File: config.mk
export PLATFORM = sky130hd
export DESIGN_NAME = key_cmd_scheduler
export DESIGN_NICKNAME = d
export VERILOG_FILES = /design/src/rtl/key_cmd_scheduler.sv
export SDC_FILE = /design/constraint.sdc
export NUM_CORES = 1
export LEC_CHECK = 0
export CAP_MARGIN = 20
export CORE_MARGIN = 3
export CORE_UTILIZATION = 35
export CTS_CLUSTER_DIAMETER = 100
export DETAILED_ROUTE_END_ITERATION = 16
export DONT_BUFFER_PORTS = 1
export MAX_ROUTING_LAYER = met4
export PLACE_DENSITY = 0.5
export SLEW_MARGIN = 10
export SYNTH_ARGS = -nofsm -noshare
export SYNTH_HDL_FRONTEND = slang
export SYNTH_SLANG_ARGS = --single-unit
File: constraint.sdc
create_clock -name clk -period 3.8 [get_ports clk]
set_clock_uncertainty 0.1 [all_clocks]
set_input_delay 0.76 -clock clk [delete_from_list [all_inputs] [get_ports clk]]
set_output_delay 0.76 -clock clk [all_outputs]
set_load 0.02 [all_outputs]
File: src/rtl/key_cmd_scheduler.sv
// Converts held-key levels from the keyboard into discrete move/confirm commands
// with auto-repeat for directions, buffered in a small FIFO for the game FSM.
module key_cmd_scheduler #(
   parameter int REPEAT_DELAY  = 50_000_000,
   parameter int REPEAT_PERIOD = 10_000_000,
   parameter int FIFO_DEPTH    = 4
) (
   input  logic                          clk,
   input  logic                          rst,
   input  logic [2:0]                    key_num,
   input  logic                          key,
   input  logic                          cmd_ready,
   output logic                          cmd_valid,
   output logic [2:0]                    cmd_dir,
   output logic                          cmd_repeat,
   output logic [$clog2(FIFO_DEPTH):0]   fifo_count,
   output logic                          overflow
);

   localparam int CNT_MAX = (REPEAT_DELAY > REPEAT_PERIOD) ? REPEAT_DELAY : REPEAT_PERIOD;
   localparam int CNT_W   = $clog2(CNT_MAX);
   localparam int PTR_W   = $clog2(FIFO_DEPTH);
   localparam int FCNT_W  = PTR_W + 1;

   localparam logic [CNT_W-1:0]  DELAY_LAST  = CNT_W'(REPEAT_DELAY - 1);
   localparam logic [CNT_W-1:0]  PERIOD_LAST = CNT_W'(REPEAT_PERIOD - 1);
   localparam logic [FCNT_W-1:0] FIFO_FULL   = FCNT_W'(FIFO_DEPTH);

   typedef enum logic [1:0] {IDLE, DELAY, REPEAT, HOLD} state_t;

   state_t            state;
   logic [CNT_W-1:0]  cnt;
   logic              key_q;
   logic [2:0]        num_q;
   logic [2:0]        dir_q;

   logic              press;
   logic              rel;
   logic              expire;
   logic              push;
   logic [2:0]        push_dir;
   logic              push_rep;

   // A change of key_num while held counts as a fresh press of the new key.
   assign press = key & (~key_q | (key_num != num_q)) & (key_num <= 3'd4);
   assign rel   = ~key | (key_num > 3'd4);

   assign expire = ((state == DELAY)  && (cnt == DELAY_LAST)) ||
                   ((state == REPEAT) && (cnt == PERIOD_LAST));

   // press and rel are mutually exclusive; rel only blocks a repeat push.
   assign push     = press | (expire & ~rel);
   assign push_dir = press ? key_num : dir_q;
   assign push_rep = ~press;

   always_ff @(posedge clk) begin
      if (!rst) begin
         state <= IDLE;
         cnt   <= '0;
         key_q <= 1'b0;
         num_q <= 3'd5;
         dir_q <= 3'd0;
      end else begin
         key_q <= key;
         num_q <= key_num;
         if ((state != IDLE) && rel) begin
            state <= IDLE;
            cnt   <= '0;
         end else if (press) begin
            dir_q <= key_num;
            cnt   <= '0;
            state <= (key_num == 3'd4) ? HOLD : DELAY;
         end else begin
            case (state)
               DELAY: begin
                  if (cnt == DELAY_LAST) begin
                     state <= REPEAT;
                     cnt   <= '0;
                  end else begin
                     cnt <= cnt + 1'b1;
                  end
               end
               REPEAT: begin
                  if (cnt == PERIOD_LAST) cnt <= '0;
                  else                    cnt <= cnt + 1'b1;
               end
               default: ;
            endcase
         end
      end
   end

   // Handshake: an entry transfers on any cycle with cmd_valid & cmd_ready;
   // cmd_valid stays high with stable head data until that transfer happens.
   logic [2:0]        dir_mem [FIFO_DEPTH];
   logic              rep_mem [FIFO_DEPTH];
   logic [PTR_W-1:0]  wr_ptr;
   logic [PTR_W-1:0]  rd_ptr;
   logic [FCNT_W-1:0] count;
   logic              full;
   logic              pop;
   logic              do_push;

   assign full    = (count == FIFO_FULL);
   assign pop     = cmd_valid & cmd_ready;
   assign do_push = push & (~full | pop);

   always_ff @(posedge clk) begin
      if (do_push) begin
         dir_mem[wr_ptr] <= push_dir;
         rep_mem[wr_ptr] <= push_rep;
      end
   end

   always_ff @(posedge clk) begin
      if (!rst) begin
         wr_ptr   <= '0;
         rd_ptr   <= '0;
         count    <= '0;
         overflow <= 1'b0;
      end else begin
         if (do_push) wr_ptr <= wr_ptr + 1'b1;
         if (pop)     rd_ptr <= rd_ptr + 1'b1;
         case ({do_push, pop})
            2'b10:   count <= count + 1'b1;
            2'b01:   count <= count - 1'b1;
            default: ;
         endcase
         if (push && full && !pop) overflow <= 1'b1;
      end
   end

   assign cmd_valid  = (count != '0);
   assign cmd_dir    = cmd_valid ? dir_mem[rd_ptr] : 3'd0;
   assign cmd_repeat = cmd_valid ? rep_mem[rd_ptr] : 1'b0;
   assign fifo_count = count;

endmodule

Word level (Yosys, flattened, before mapping)
Memory sizes are Yosys's and may differ from the RTL's. A register that Yosys moved wholly into a read port is not among the register bits.
Index checks and enable logic that the tools add are counted.
- memories: 2
- register bits: 43
- memory bits (writable): 16
- logic and storage cells: 75
- input bits: 7
- bitwise operators: 15
- eq/ne operators: 9
- magnitude comparators: 2
- reduce and logical (&&, ||, !) cells: 16
- multiplexer cells: 17
- add/subtract/negate cells: 5
- memories (name ; words ; width ; rd ports ; clocked after Yosys merged registers in ; write ports ; line ; text):
    dir_mem ; 4 ; 3 ; 1 ; 1 ; 1 ; 95 ; logic [2:0] dir_mem [FIFO_DEPTH];
    rep_mem ; 4 ; 1 ; 1 ; 1 ; 1 ; 96 ; logic rep_mem [FIFO_DEPTH];
- operators by type and width (operator ; number):
    26-bit two-way mux ; 2
    26-bit one-hot mux with 2 select lines ; 1
    26-bit by 1-bit adder with 26-bit output (second input constant) ; 1
    26-bit by 24-bit == test with 1-bit output (second input constant) ; 1
    26-bit == test (second input constant) ; 1
    2-bit two-way mux ; 8
    2-bit nonzero test ; 5
    3-bit == test (second input constant) ; 2
    3-bit two-way mux ; 2
    1-bit NOT ; 6
    3-bit one-hot mux with 2 select lines ; 1
    1-bit bitwise AND ; 5
    1-bit logical AND ; 5
    2-bit by 1-bit adder with 2-bit output (second input constant) ; 2
    2-bit by 1-bit == test with 1-bit output (second input constant) ; 2
    2-bit == test (second input constant) ; 2
    1-bit bitwise OR ; 4
    3-bit by 1-bit adder with 3-bit output (second input constant) ; 1
    3-bit greater-than comparator (second input constant) ; 1
    3-bit <= comparator (second input constant) ; 1
    1-bit two-way mux ; 3
    3-bit inequality test ; 1
    3-bit nonzero test ; 1
    3-bit OR reduction ; 1
    5 further kinds ; 5

Longest topological paths before layout
- word-level depth: 8
- mapped depth: 11
- gate-level depth less buffers: 11

Worst setup path before layout
Ideal clock, no wire load.
- kind: in2reg
- from: input port key_num[0]
- to: register count[2], in the netlist fifo_count[2]
- data required time: 3579 ps
- cell stages on the path: 10
- slack: 1177 ps
- data arrival time: 2401 ps
- path through: xnor2_1 and4_1 nor2_1 inv_1 o211a_4 inv_1 fa_1 nor2_1 a22oi_2 mux2i_1
- word-level cells in the longest chain between the ends: 8
- RTL lines (item ; line ; text):
    from (decl) ; 10 ; input logic [2:0] key_num,
    3-bit greater-than comparator or 3-bit inequality test (tied branches) ; 46, 45 ;
    1-bit bitwise OR (on tied branches) ; 46, 45 ;
    1-bit NOT or 1-bit bitwise AND (tied branches) ; 52, 45 ;
    1-bit bitwise AND (on tied branches) ; 52, 45 ;
    1-bit bitwise OR * ; 52 ; assign push = press | (expire & ~rel);
    1-bit bitwise AND * ; 106 ; assign do_push = push & (~full | pop);
    2-bit by 1-bit == test with 1-bit output or 2-bit == test (tied branches) ; 124 ; case ({do_push, pop})
    3-bit one-hot mux with 2 select lines or 2-bit nonzero test (tied branches) ; -- ;
    to (signal assigned) ; 125 ; 2'b10: count <= count + 1'b1;
    to (signal assigned) ; 126 ; 2'b01: count <= count - 1'b1;
    to (decl) ; 99 ; logic [FCNT_W-1:0] count;
Every way passes the cells marked *; elsewhere a longest branch is shown, timed or not.
A chain may end at the register's enable or synchronous reset.

Final worst setup path
- from: register cnt[7]
- to: register count[1], in the netlist fifo_count[1]
- word-level cells in the longest chain between the ends: 8
- RTL lines (item ; line ; text):
    from (decl) ; 32 ; logic [CNT_W-1:0] cnt;
    from (signal assigned) ; 80 ; cnt <= cnt + 1'b1;
    from (signal assigned) ; 85 ; else cnt <= cnt + 1'b1;
    26-bit == test or 26-bit by 24-bit == test with 1-bit output (tied branches) ; 48, 49 ;
    1-bit logical AND (on tied branches) ; 48, 49 ;
    1-bit logical OR * ; 48 ; assign expire = ((state == DELAY) && (cnt == DELAY_LAST)) ||
    1-bit bitwise AND * ; 52 ;
    1-bit bitwise OR * ; 52 ;
    1-bit bitwise AND * ; 106 ;
    2-bit by 1-bit == test with 1-bit output or 2-bit == test (tied branches) ; 124 ;
    3-bit one-hot mux with 2 select lines or 2-bit nonzero test (tied branches) ; -- ;
Marked as above.

==> results.sh <==
export IMPL_status="completed"
export IMPL_wl_um=5110
export IMPL_drive_gt1_share_pct=10.9
export IMPL_syn_area_sq_um=2760
export IMPL_pre_cts_slack_ns=0.968
export IMPL_p_leak_nw=1.05
export IMPL_start_util_pct=37.1
export IMPL_r2r_end="fifo_count[1]"
export IMPL_p_switching_uw=527
export IMPL_synth_edf_count=16
export IMPL_finish_utilization_pct=40.9
export IMPL_worstSetupPathType="flop to flop"
export IMPL_grt_first_pass_wirelength_um=8780
export IMPL_root_buffer="clkbuf_8"
export IMPL_ys_ff_latch=61
export IMPL_min_period_ns=2.63
export IMPL_path_cells="or4_4, nor4_4, a21bo_4, o211a_4, inv_1, fa_1, nand2b_1, mux2i_1"
export IMPL_swShare_pct=32.5
export IMPL_end_kind="flop"
export IMPL_diodes=0
export IMPL_slew_violations=0
export IMPL_yosys_warnings=0
export IMPL_core_sq_um=7450
export IMPL_drt_pass1_iter_count=4
export IMPL_startpoint_type="flop"
export IMPL_synth_compound_area_share_pct=4.35
export IMPL_cts_buffers=9
export IMPL_hold_violations=0
export IMPL_crit_fanout=4
export IMPL_max_slew_margin_pct=63.1
export IMPL_seqPwrFrac_pct=48.4
export IMPL_port_buffers=0
export IMPL_yosysSeqAreaShare_pct=50.0
export IMPL_post_cts_buffers=0
export IMPL_hpwl_um=3580
export IMPL_hold_depth=1
export IMPL_p_int_mw=1.09
export IMPL_h_tree_depth=3
export IMPL_power_density_nw_per_um2=532
export IMPL_rsz0062_at_grt="no"
export IMPL_synthAdderAreaFrac_pct=4.35
export IMPL_synth_top_family_by_area="simple AND/OR/NAND/NOR gates"
export IMPL_synthCells=263
export IMPL_cts_tree="done"
export IMPL_vdd_drop_max_mv=0.285
export IMPL_crit_arrival_ns=2.79
export IMPL_grtUsageTotal_pct=13.2
export IMPL_synth_ff_type="dfxtp_1"
export IMPL_avgSynthCellArea_sq_um=10.5
export IMPL_min_period_over_period_pct=69.2
export IMPL_combPwrFrac_pct=20.5
export IMPL_whs_endpoint="num_q[0]"
export IMPL_synthMuxAreaShare_pct=5.07
export IMPL_dieArea_sq_um=9000
export IMPL_path_clk_slew_ns=0.07
export IMPL_rows=31
export IMPL_fp_dieW_um=94.9
export IMPL_slowest_stage="or4_4"
export IMPL_wl_per_cell_um=13.7
export IMPL_cts_resized=0
export IMPL_route_antenna_remaining_nets=0
export IMPL_clkPwrFrac_pct=31.1
export IMPL_rr_startpoint="cnt[7]"
export IMPL_ff2ff_path_depth=8
export IMPL_layout_setup_ws_ns=1.17
export IMPL_synth_fp_nets=279
export IMPL_synth_distinct_cells=40
export IMPL_grt_pass1_vias=1773
export IMPL_clk_latency_ns=0.33
export IMPL_place_congestion=0.768
export IMPL_drtIter0Drc=89
export IMPL_async_reset_ff_share_pct=0
export IMPL_hold_path_startpoint="rst"
export IMPL_r2r_slack_ns=1.17
export IMPL_area_growth_syn_to_layout_pct=10.2
export IMPL_clockBufferDepth=2
export IMPL_finalSetupViolCount=0
export IMPL_ctsHoldBuffers=0
export IMPL_antenna_found_initial=0
export IMPL_fin_nets=285
export IMPL_grt_max_degree=27
export IMPL_tightest_slew_ns=0.552
export IMPL_cts_sinks=61
export IMPL_vias_per_cell=4.81
export IMPL_drc=0
export IMPL_fmax_mhz=380
export IMPL_gr_total_overflow=0
export IMPL_drv_cap=0
export IMPL_ios=16
export IMPL_via_count=1795
export IMPL_hold_path_class="primary input to flop"
export IMPL_setup_tns_ns=0
export IMPL_cp_slowest_stage_delay_ns=0.55
export IMPL_synth_simple_area_share_pct=24.4
export IMPL_cp_required_ns=3.96
export IMPL_synth_xor_area_share_pct=9.82
export IMPL_die_h_um=94.9
sequential cells by signal, summed over array words and instances (netlist names), named ones only:
signal and cells:
cnt 26, dir_mem 12, rep_mem 4, dir_q 3, fifo_count 3, num_q 3, rd_ptr 2, state 2
wr_ptr 2, key_q 1, overflow 1
worst max-delay path: cells and delay by family (launching register included):
| family | cells | cell delay, ns |
|---|---|---|
| AND/OR/NAND/NOR | 3 | 1.02 |
| AO/OA/AOI/OAI | 2 | 0.53 |
| adder cells (fa/ha/maj) | 1 | 0.39 |
| flip-flops | 1 | 0.34 |
| multiplexers | 1 | 0.11 |
| buffers and inverters | 1 | 0.06 |
how the worst max path moves through the flow:
stage               startpoint            end  depth (start not counted)
global route            cnt[7]  fifo_count[1]                          8
floorplan           key_num[0]  fifo_count[2]                         10
global placement    key_num[0]  fifo_count[2]                         10
finish                  cnt[7]  fifo_count[1]                          8
CTS                     cnt[7]  fifo_count[1]                          8
detailed placement  key_num[2]  fifo_count[2]                         10
placed cells by master (no fill, tap or decap), drive strengths merged, types with 2 or more instances in the layout:
cell type,count
a21oi,3
and2,19
and3,5
and4,5
clkbuf,9
clkinv,3
clkinvlp,3
dfxtp,45
edfxtp,16
ha,8
inv,10
mux2i,5
mux4,4
nand2,23
nand2b,4
nand3,12
nand4,10
nor2,35
nor4b,2
o21ai,4
xnor2,12
xor2,19
power by group through the flow:
stage	Sequential (mW)	Combinational, mW	Clock [mW]
floorplan	0.785	0.289	0
global placement	0.801	0.330	0
detailed placement	0.801	0.339	0
CTS	0.786	0.339	0.521
global route	0.793	0.371	0.549
finish	0.784	0.332	0.504
synthesized netlist by cell type (all sizes together), types with 2 or more instances:
cell type | n | share of area (%)
clkbuf | 6 | 0.81
o21ai | 4 | 0.72
nand2 | 23 | 3.1
mux2i | 5 | 1.8
inv | 9 | 1.2
a21oi | 3 | 1.1
mux4 | 4 | 3.3
nor2 | 35 | 4.8
and2 | 19 | 4.3
ha | 8 | 3.6
edfxtp | 16 | 17
and3 | 5 | 1.1
nor4b | 2 | 0.63
nand3 | 12 | 2.2
and4 | 5 | 1.6
nand2b | 4 | 0.91
xnor2 | 12 | 3.8
xor2 | 19 | 6.0
dfxtp | 45 | 33
nand4 | 10 | 2.3
stage by stage:
| stage | area, sq um | total power [mW] | std cells | hold slack (ns) |
|---|---|---|---|---|
| final | 3050 | 1.62 | 373 | 0.407 |
| after global routing | 3050 | 1.71 | 373 | 0.387 |
| after CTS | 3050 | 1.65 | 373 | 0.386 |
| after detailed placement | 2870 | 1.14 | 357 | 0.420 |
| after global placement | 2870 | 1.13 | 357 | 0.413 |
| after floorplan | 2760 | 1.07 | 263 | 0.385 |
cells by family after synthesis:
logic type	Yosys count
simple gates	125
flops	61
xor+xnor	31
buf+inv	15
compound gates	13
mux	9
fa+ha+maj	9
routing by layer:
layer / vias up / global-route usage (%) / routed length (um) / part of all wire (%)
met1: 850 / 18.5 / 2730 / 53
li1: 919 / - / - / -
met5: - / - / 0 / 0
met2: 19 / 17.9 / 2160 / 42
met3: 7 / 2.95 / 146 / 2.9
met4: 0 / 6.49 / 74 / 1.4
area by class of cell:
class | count | area (sq um)
clock buffer | 9 | 124
clock inverter | 7 | 50.0
fill | 753 | 4400
inverter | 9 | 33.8
multi-input combinational | 187 | 1330
sequential | 61 | 1380
tap | 99 | 124
timing repair buffer | 1 | 7.51
No activity file was read; power rests on OpenSTA's default activity.
